$ cat src/rtl/mem_arb_pkg.sv
// Shared types for the two-port memory arbiter: FSM states, grant ids and default widths.
package mem_arb_pkg;

    localparam int DEF_ADDR_W = 32;
    localparam int DEF_DATA_W = 32;

    typedef enum logic [1:0] {
        IDLE    = 2'd0,
        GNT_CPU = 2'd1,
        GNT_LDR = 2'd2,
        DONE    = 2'd3
    } arb_state_e;

    typedef enum logic {
        CPU = 1'b0,
        LDR = 1'b1
    } grant_id_e;

endpackage

$ cat src/rtl/mem_arb_timer.sv
// Saturating watchdog counter for the arbiter's grant phase; expired is raised in the
// LIMIT-th consecutive enabled cycle after a clear.
module mem_arb_timer #(
    parameter int LIMIT = 255
) (
    input  logic clk,
    input  logic reset,
    input  logic i_clear,
    input  logic i_enable,
    output logic o_expired
);

    localparam int CW = (LIMIT < 2) ? 1 : $clog2(LIMIT + 1);

    logic [CW-1:0] r_count;

    always_ff @(posedge clk or negedge reset) begin
        if (!reset) begin
            r_count <= '0;
        end else if (i_clear) begin
            r_count <= '0;
        end else if (i_enable && (r_count != CW'(LIMIT))) begin
            r_count <= r_count + CW'(1);
        end
    end

    // Count is k-1 in the k-th enabled cycle, so compare against LIMIT-1.
    assign o_expired = (r_count >= CW'(LIMIT - 1));

endmodule

$ cat src/rtl/mem_arbiter.sv
// Round-robin arbiter sharing one memory port between a CPU and a program loader.
// Define MEM_ARB_TIMEOUT_EN to enable the grant-phase watchdog (err pulse on abort).
module mem_arbiter
    import mem_arb_pkg::*;
#(
    parameter int ADDR_W  = DEF_ADDR_W,
    parameter int DATA_W  = DEF_DATA_W,
    parameter int TIMEOUT = 255
) (
    input  logic              clk,
    input  logic              reset,
    input  logic              cpu_req,
    input  logic              cpu_we,
    input  logic [ADDR_W-1:0] cpu_addr,
    input  logic [DATA_W-1:0] cpu_wdata,
    output logic              cpu_ack,
    output logic [DATA_W-1:0] cpu_rdata,
    output logic              cpu_stall,
    input  logic              ldr_req,
    input  logic              ldr_we,
    input  logic [ADDR_W-1:0] ldr_addr,
    input  logic [DATA_W-1:0] ldr_wdata,
    output logic              ldr_ack,
    output logic [DATA_W-1:0] ldr_rdata,
    output logic              mem_req,
    output logic              mem_we,
    output logic [ADDR_W-1:0] mem_addr,
    output logic [DATA_W-1:0] mem_wdata,
    input  logic [DATA_W-1:0] mem_rdata,
    input  logic              mem_ack,
    output logic              err
);

    arb_state_e        r_state;
    arb_state_e        w_state_next;
    grant_id_e         r_last_grant;
    grant_id_e         w_grant_id;
    logic              w_grant_valid;
    logic              w_cpu_req;
    logic              w_ldr_req;
    logic              w_in_gnt;
    logic              w_timeout;
    logic [DATA_W-1:0] r_cap_rdata;

    // A requester still showing req in its own ack cycle is not a new request.
    assign w_cpu_req = cpu_req & ~cpu_ack;
    assign w_ldr_req = ldr_req & ~ldr_ack;
    assign w_in_gnt  = (r_state == GNT_CPU) || (r_state == GNT_LDR);
    assign cpu_stall = cpu_req & ~cpu_ack;

`ifdef MEM_ARB_TIMEOUT_EN
    logic w_expired;
    logic r_err;

    mem_arb_timer #(
        .LIMIT (TIMEOUT)
    ) u_timer (
        .clk       (clk),
        .reset     (reset),
        .i_clear   (~w_in_gnt),
        .i_enable  (w_in_gnt),
        .o_expired (w_expired)
    );

    // A real ack in the last allowed cycle wins over the watchdog.
    assign w_timeout = w_in_gnt & w_expired & ~mem_ack;

    always_ff @(posedge clk or negedge reset) begin
        if (!reset) begin
            r_err <= 1'b0;
        end else begin
            r_err <= w_timeout;
        end
    end

    assign err = r_err;
`else
    logic w_unused_timeout;
    assign w_unused_timeout = ^TIMEOUT;
    assign w_timeout        = 1'b0;
    assign err              = 1'b0;
`endif

    always_ff @(posedge clk or negedge reset) begin
        if (!reset) begin
            r_state <= IDLE;
        end else begin
            r_state <= w_state_next;
        end
    end

    always_comb begin
        w_state_next  = r_state;
        w_grant_valid = 1'b0;
        w_grant_id    = r_last_grant;
        case (r_state)
            IDLE: begin
                if (w_cpu_req && w_ldr_req) begin
                    w_grant_valid = 1'b1;
                    w_grant_id    = (r_last_grant == CPU) ? LDR : CPU;
                end else if (w_cpu_req) begin
                    w_grant_valid = 1'b1;
                    w_grant_id    = CPU;
                end else if (w_ldr_req) begin
                    w_grant_valid = 1'b1;
                    w_grant_id    = LDR;
                end
                if (w_grant_valid) begin
                    w_state_next = (w_grant_id == CPU) ? GNT_CPU : GNT_LDR;
                end
            end
            GNT_CPU, GNT_LDR: begin
                if (mem_ack || w_timeout) begin
                    w_state_next = DONE;
                end
            end
            DONE:    w_state_next = IDLE;
            default: w_state_next = IDLE;
        endcase
    end

    always_ff @(posedge clk or negedge reset) begin
        if (!reset) begin
            r_last_grant <= LDR;
            r_cap_rdata  <= '0;
            mem_req      <= 1'b0;
            mem_we       <= 1'b0;
            mem_addr     <= '0;
            mem_wdata    <= '0;
            cpu_ack      <= 1'b0;
            cpu_rdata    <= '0;
            ldr_ack      <= 1'b0;
            ldr_rdata    <= '0;
        end else begin
            cpu_ack <= 1'b0;
            ldr_ack <= 1'b0;
            case (r_state)
                IDLE: begin
                    if (w_grant_valid) begin
                        r_last_grant <= w_grant_id;
                        mem_req      <= 1'b1;
                        if (w_grant_id == CPU) begin
                            mem_we    <= cpu_we;
                            mem_addr  <= cpu_addr;
                            mem_wdata <= cpu_wdata;
                        end else begin
                            mem_we    <= ldr_we;
                            mem_addr  <= ldr_addr;
                            mem_wdata <= ldr_wdata;
                        end
                    end
                end
                GNT_CPU, GNT_LDR: begin
                    if (mem_ack) begin
                        r_cap_rdata <= mem_rdata;
                    end
                    if (mem_ack || w_timeout) begin
                        mem_req <= 1'b0;
                    end
                end
                DONE: begin
                    // err is high only in DONE after an aborted access; keep old rdata then.
                    if (r_last_grant == CPU) begin
                        cpu_ack <= 1'b1;
                        if (!err) begin
                            cpu_rdata <= r_cap_rdata;
                        end
                    end else begin
                        ldr_ack <= 1'b1;
                        if (!err) begin
                            ldr_rdata <= r_cap_rdata;
                        end
                    end
                end
                default: ;
            endcase
        end
    end

endmodule

$ cat config.mk
export PLATFORM = sky130hd
export DESIGN_NAME = mem_arbiter
export DESIGN_NICKNAME = d
export VERILOG_FILES = /design/src/rtl/mem_arb_pkg.sv /design/src/rtl/mem_arb_timer.sv /design/src/rtl/mem_arbiter.sv
export SDC_FILE = /design/constraint.sdc
export NUM_CORES = 1
export LEC_CHECK = 0
export ABC_AREA = 1
export CORE_MARGIN = 3
export CORE_UTILIZATION = 30
export DETAILED_ROUTE_END_ITERATION = 10
export PLACE_DENSITY = 0.68
export SYNTH_ARGS = -nofsm -noshare
export SYNTH_HDL_FRONTEND = slang
export SYNTH_SLANG_ARGS = --single-unit
$ cat constraint.sdc
create_clock -name clk -period 3.1 [get_ports clk]
set_input_delay 0.775 -clock clk [delete_from_list [all_inputs] [get_ports clk]]
set_output_delay 0.775 -clock clk [all_outputs]
set_load 0.02 [all_outputs]
Yosys cells after proc, flatten, opt, wreduce, memory -nomap -nowiden --
Index checks and enable logic that the tools add are counted.
Storage, ports and cells: register bits 167, input bits 167, output and inout bits 134, logic and storage cells 56
Operators by class: equality and inequality tests 6, muxes and demuxes 24, bitwise operators 5, reductions and logical operators 10
Operators by type and width (count):
- 2-to-1 mux 32 bit | 2
- 2-to-1 mux 1 bit | 17
- AND reduction 2 bit | 5
- 2-to-1 mux 2 bit | 3
- one-hot mux 2 bit (3 select lines) | 1
- equality test 2 bit (second input constant) | 2
- inequality test 2 bit (second input constant) | 2
- inverter 1 bit | 3
- AND reduction 3 bit | 1
- bitwise AND 1 bit | 2
- equality test 2 x 1 -> 1 bit (second input constant) | 1
- logical NOT 2 bit | 1
- inequality test 2 x 1 -> 1 bit (second input constant) | 1
- one-hot mux 1 bit (2 select lines) | 1
- nonzero test 2 bit | 1
- OR reduction 2 bit | 1
- logical AND 1 bit | 1

Depth between registers and ports, before layout --
Gate-level depths: netlist of run 1.
word-level depth 9, depth in mapped cells 9

Worst setup path after synthesis of run 1 --
No wires, ideal clock.
path type input to output, start point input cpu_req, end point output cpu_stall, arrival time 982 ps, data required time 2325 ps, setup slack 1343 ps, cell stages on the path 2, path buffers 0, cell sequence nand2_1 -> inv_1
Between the ends: word-level cells in the longest chain between the ends 1
Ends and longest elaborated chain:
- from (decl) | line mem_arbiter.sv:12 | input logic cpu_req,
- bitwise AND 1 bit | line mem_arbiter.sv:49 | assign cpu_stall = cpu_req & ~cpu_ack;
- to (decl) | line mem_arbiter.sv:18 | output logic cpu_stall,
Every way passes these cells.

Worst setup path after layout of run 1 --
Ends and elaborated chain as after synthesis.

==> flow_summary_export.csv, run 1 <==
group,metric,value,unit
run_status,status,"finished, final reports clean",
critical_path,crit_buf_inv,3,
synthesis,synth_area,7670,sq um
placement,post_dp_cell_area,11000,sq um
timing,rsz0062_at_grt,"false",
die,dieWidth,166,um
timing,period_needed,2.81,ns
synthesis,synth_top_cell_area_share,0.542,
synthesis,synthXorXnorAreaFrac,0,
clocking,root_buffer,"clkbuf_16",
die,die-area,27500,sq um
global_routing,track_usage,0.172,
critical_path,r2r_slack,1.19,ns
timing,timing.fmax,0.355,GHz
pwr,irDropWorstVdd,583,uV
critical_path,crit_chain,"clkdlybuf4s50_1 > nand2_1 > inv_1 > clkdlybuf4s50_1",
pwr,powerDensity,1090,nW/um^2
synthesis,yosys.area.top_type,"dfrtp_1",
die,num_io_pins,301,
global_routing,grtUsageMet1,0.224,
global_routing,grt_use_met2,0.264,
timing,hold_viol_final,0,
timing,setup_slack,0.287,ns
route,vias,7219,
timing,finalSetupViolCount,0,
pwr,finalPower,12.7,mW
die,die_h,166,um
final_layout,fin_nets,1400,
critical_path,worstSetupPathType,"input port to output pin",
global_routing,busiest_layer,"met2",
synthesis,synthTopCellsByArea,"dfrtp_1 54%, nand3_1 13%, nand2_1 10%",
final_layout,antenna_cells,0,
timing,hold_ws,0.349,ns
clocking,post_cts_resized,0,
placement,place.gp.congestion,0.836,
global_routing,overflow,0,
synthesis,synth_area_per_cell,8.00,sq um
critical_path,path_common_cell,"clkdlybuf4s50_1",
final_layout,syn2layout_area_growth,50.9,%
critical_path,start_kind,"input port",
global_routing,antenna_found_initial,0,
critical_path,cp.required,2.32,ns
final_layout,design_area,11600,sq um
clocking,ctsHoldBuffers,0,
route,drtIter0Drc,592,
timing,fin_setup_tns,0,ns
synthesis,synth_ff_type,"dfrtp_1",
clocking,htreeDepth,4,
clocking,cts_sinks,167,
global_routing,grt_pass1_wl,38700,um
clocking,clockBufferDepth,2,
critical_path,cpLargestDelayFamily,"buffers and inverters",
critical_path,r2r-end,"mem_addr[13]$_DFFE_PN0P_",
clocking,clk_latency,0.42,ns
synthesis,muxShareOfSynthArea,0,
clocking,cts_tree,"yes",
critical_path,path_depth,4,
synthesis,synth_commonest_cells,"214 x nand2_1, 201 x nand3_1, 174 x inv_1",
synthesis,synthSimpleGateAreaFrac,0.255,
synthesis,synth_compound_area_frac,0.0633,
final_layout,drive_gt1_frac,0.0483,
synthesis,yosysMostFrequentCell,"nand2_1",
synthesis,yosys_warnings,0,
route,post-route-drc-count,0,
critical_path,r2r_cells,8,
route,firstDrtPassIters,5,
synthesis,synthAdderAreaFrac,0.00489,
timing,skew,0.0103,ns
clocking,clk_pin_slew,0.08,ns
synthesis,syn-instance-count,959,
timing,period_share,0.908,
clocking,numCtsBuffers,17,
synthesis,synth_edf_count,0,
die,initial_utilization,0.310,
die,coreArea,24700,sq um
critical_path,worst_path_largest_cell_delay,0.60,ns
route,wl_per_cell,15.3,um
pwr,p_leak,5.88,nW
placement,dp_slack,0.300,ns
global_routing,grtUsageMet3,0.0697,
timing,slew_viol_final,0,
global_routing,grt_max_degree,76,
hold_path,hold_class,"input port to async pin",
placement,dp_hpwl,16600,um
route,ant_nets,0,
global_routing,grt_pass1_vias,7132,
synthesis,synth.net_count,1129,
synthesis,synth_cell_type_count,17,
route,routed_wl,24000,um
flow_run,cap_violations,0,
timing,worstMarginPinSlew,0.746,ns
critical_path,reg2reg_from,"r_state[1]$_DFFE_PN0P_",
synthesis,synth_top_family_by_area,"simple AND/OR/NAND/NOR gates",
synthesis,async_reset_ff_frac,1.00,
clocking,cts_setup_buffers,0,
route,vias_per_cell,4.61,
placement,io_buffers,299,
synthesis,synth_seq_cells,167,
critical_path,path_max_fanout,3,
synthesis,ys_seq_area_frac,0.545,
critical_path,cp_slowest_cell,"clkdlybuf4s50_1",
critical_path,arrival,2.04,ns
critical_path,end_kind,"output pin",
die,rows,57,
timing,relSlewSlack,0.501,
==> metrics by stage <==
step	util	cells
floorplan	-	959
global placement	0.443	1535
detailed placement	0.443	1535
CTS	0.468	1567
global route	0.468	1567
finish	0.468	1567
==> cell families after synthesis <==
group | count (synthesis)
other cells | 1
flops | 167
simple gates | 452
compound gates | 97
buf+inv | 239
fa+ha+maj | 3
==> flip-flops by register name, summed over array words and instances (netlist names), named ones only <==
name	flops
r_cap_rdata	32
mem_addr	32
r_state	2
cpu_rdata	32
ldr_rdata	32
mem_we	1
mem_req	1
mem_wdata	32
ldr_ack	1
cpu_ack	1
==> how the worst max path moves through the flow <==
stage	startpoint	endpoint
floorplan	cpu_req	cpu_stall
global placement	cpu_req	cpu_stall
detailed placement	cpu_req	cpu_stall
CTS	cpu_req	cpu_stall
global route	cpu_req	cpu_stall
finish	cpu_req	cpu_stall
==> power by group <==
group / switching [mW] / total [mW] / internal [mW]
registers: 0.548 / 3.83 / 3.28
clock network: 1.07 / 2.19 / 1.12
logic: 3.91 / 6.66 / 2.75
==> metal layers <==
metal	vias to the layer above	share of wire
met5	-	0
met4	0	0.017
met3	27	0.10
met2	288	0.45
met1	3392	0.43
li1	3512	-
==> area by class of cell <==
type	count	area, sq um
clock buffers	18	439
clock inverters	14	178
multi-input cells	553	2500
inverters	176	661
flip-flops and latches	167	4180
fillers	2410	13200
well taps	324	405
repair buffers	315	3210
==> placed cells by master (no fill, tap or decap) <==
cell               n
inv_2              2
ha_1               3
conb_1             1
nor2_1            36
buf_6              1
inv_6              5
clkbuf_16         17
buf_4              8
dfrtp_1          166
buf_12             8
clkinv_4           1
inv_1            174
dfstp_2            1
inv_8              1
nand3_1          200
a21oi_1           32
nand2_1          208
o21ai_0           65
nand2_2            6
clkbuf_8           1
clkinv_8           7
clkdlybuf4s50_1  298
nand3_2            2
==> worst reg2reg max path, stage by stage (launching register included) <==
cell and delay [ns]:
dfrtp_1 0.40, inv_1 0.09, ha_1 0.28, inv_1 0.11
nand2_2 0.26, buf_12 0.30, nand3_1 0.19, nand3_1 0.11
nand2_1 0.06
Power figures use the tool's default switching activity.
==> inputs of run 2 (changes only) <==
Settings changed: CAP_MARGIN set to 20.
==> results of run 2 <==
Final layout, timing and power as in run 1 (identical DEF).
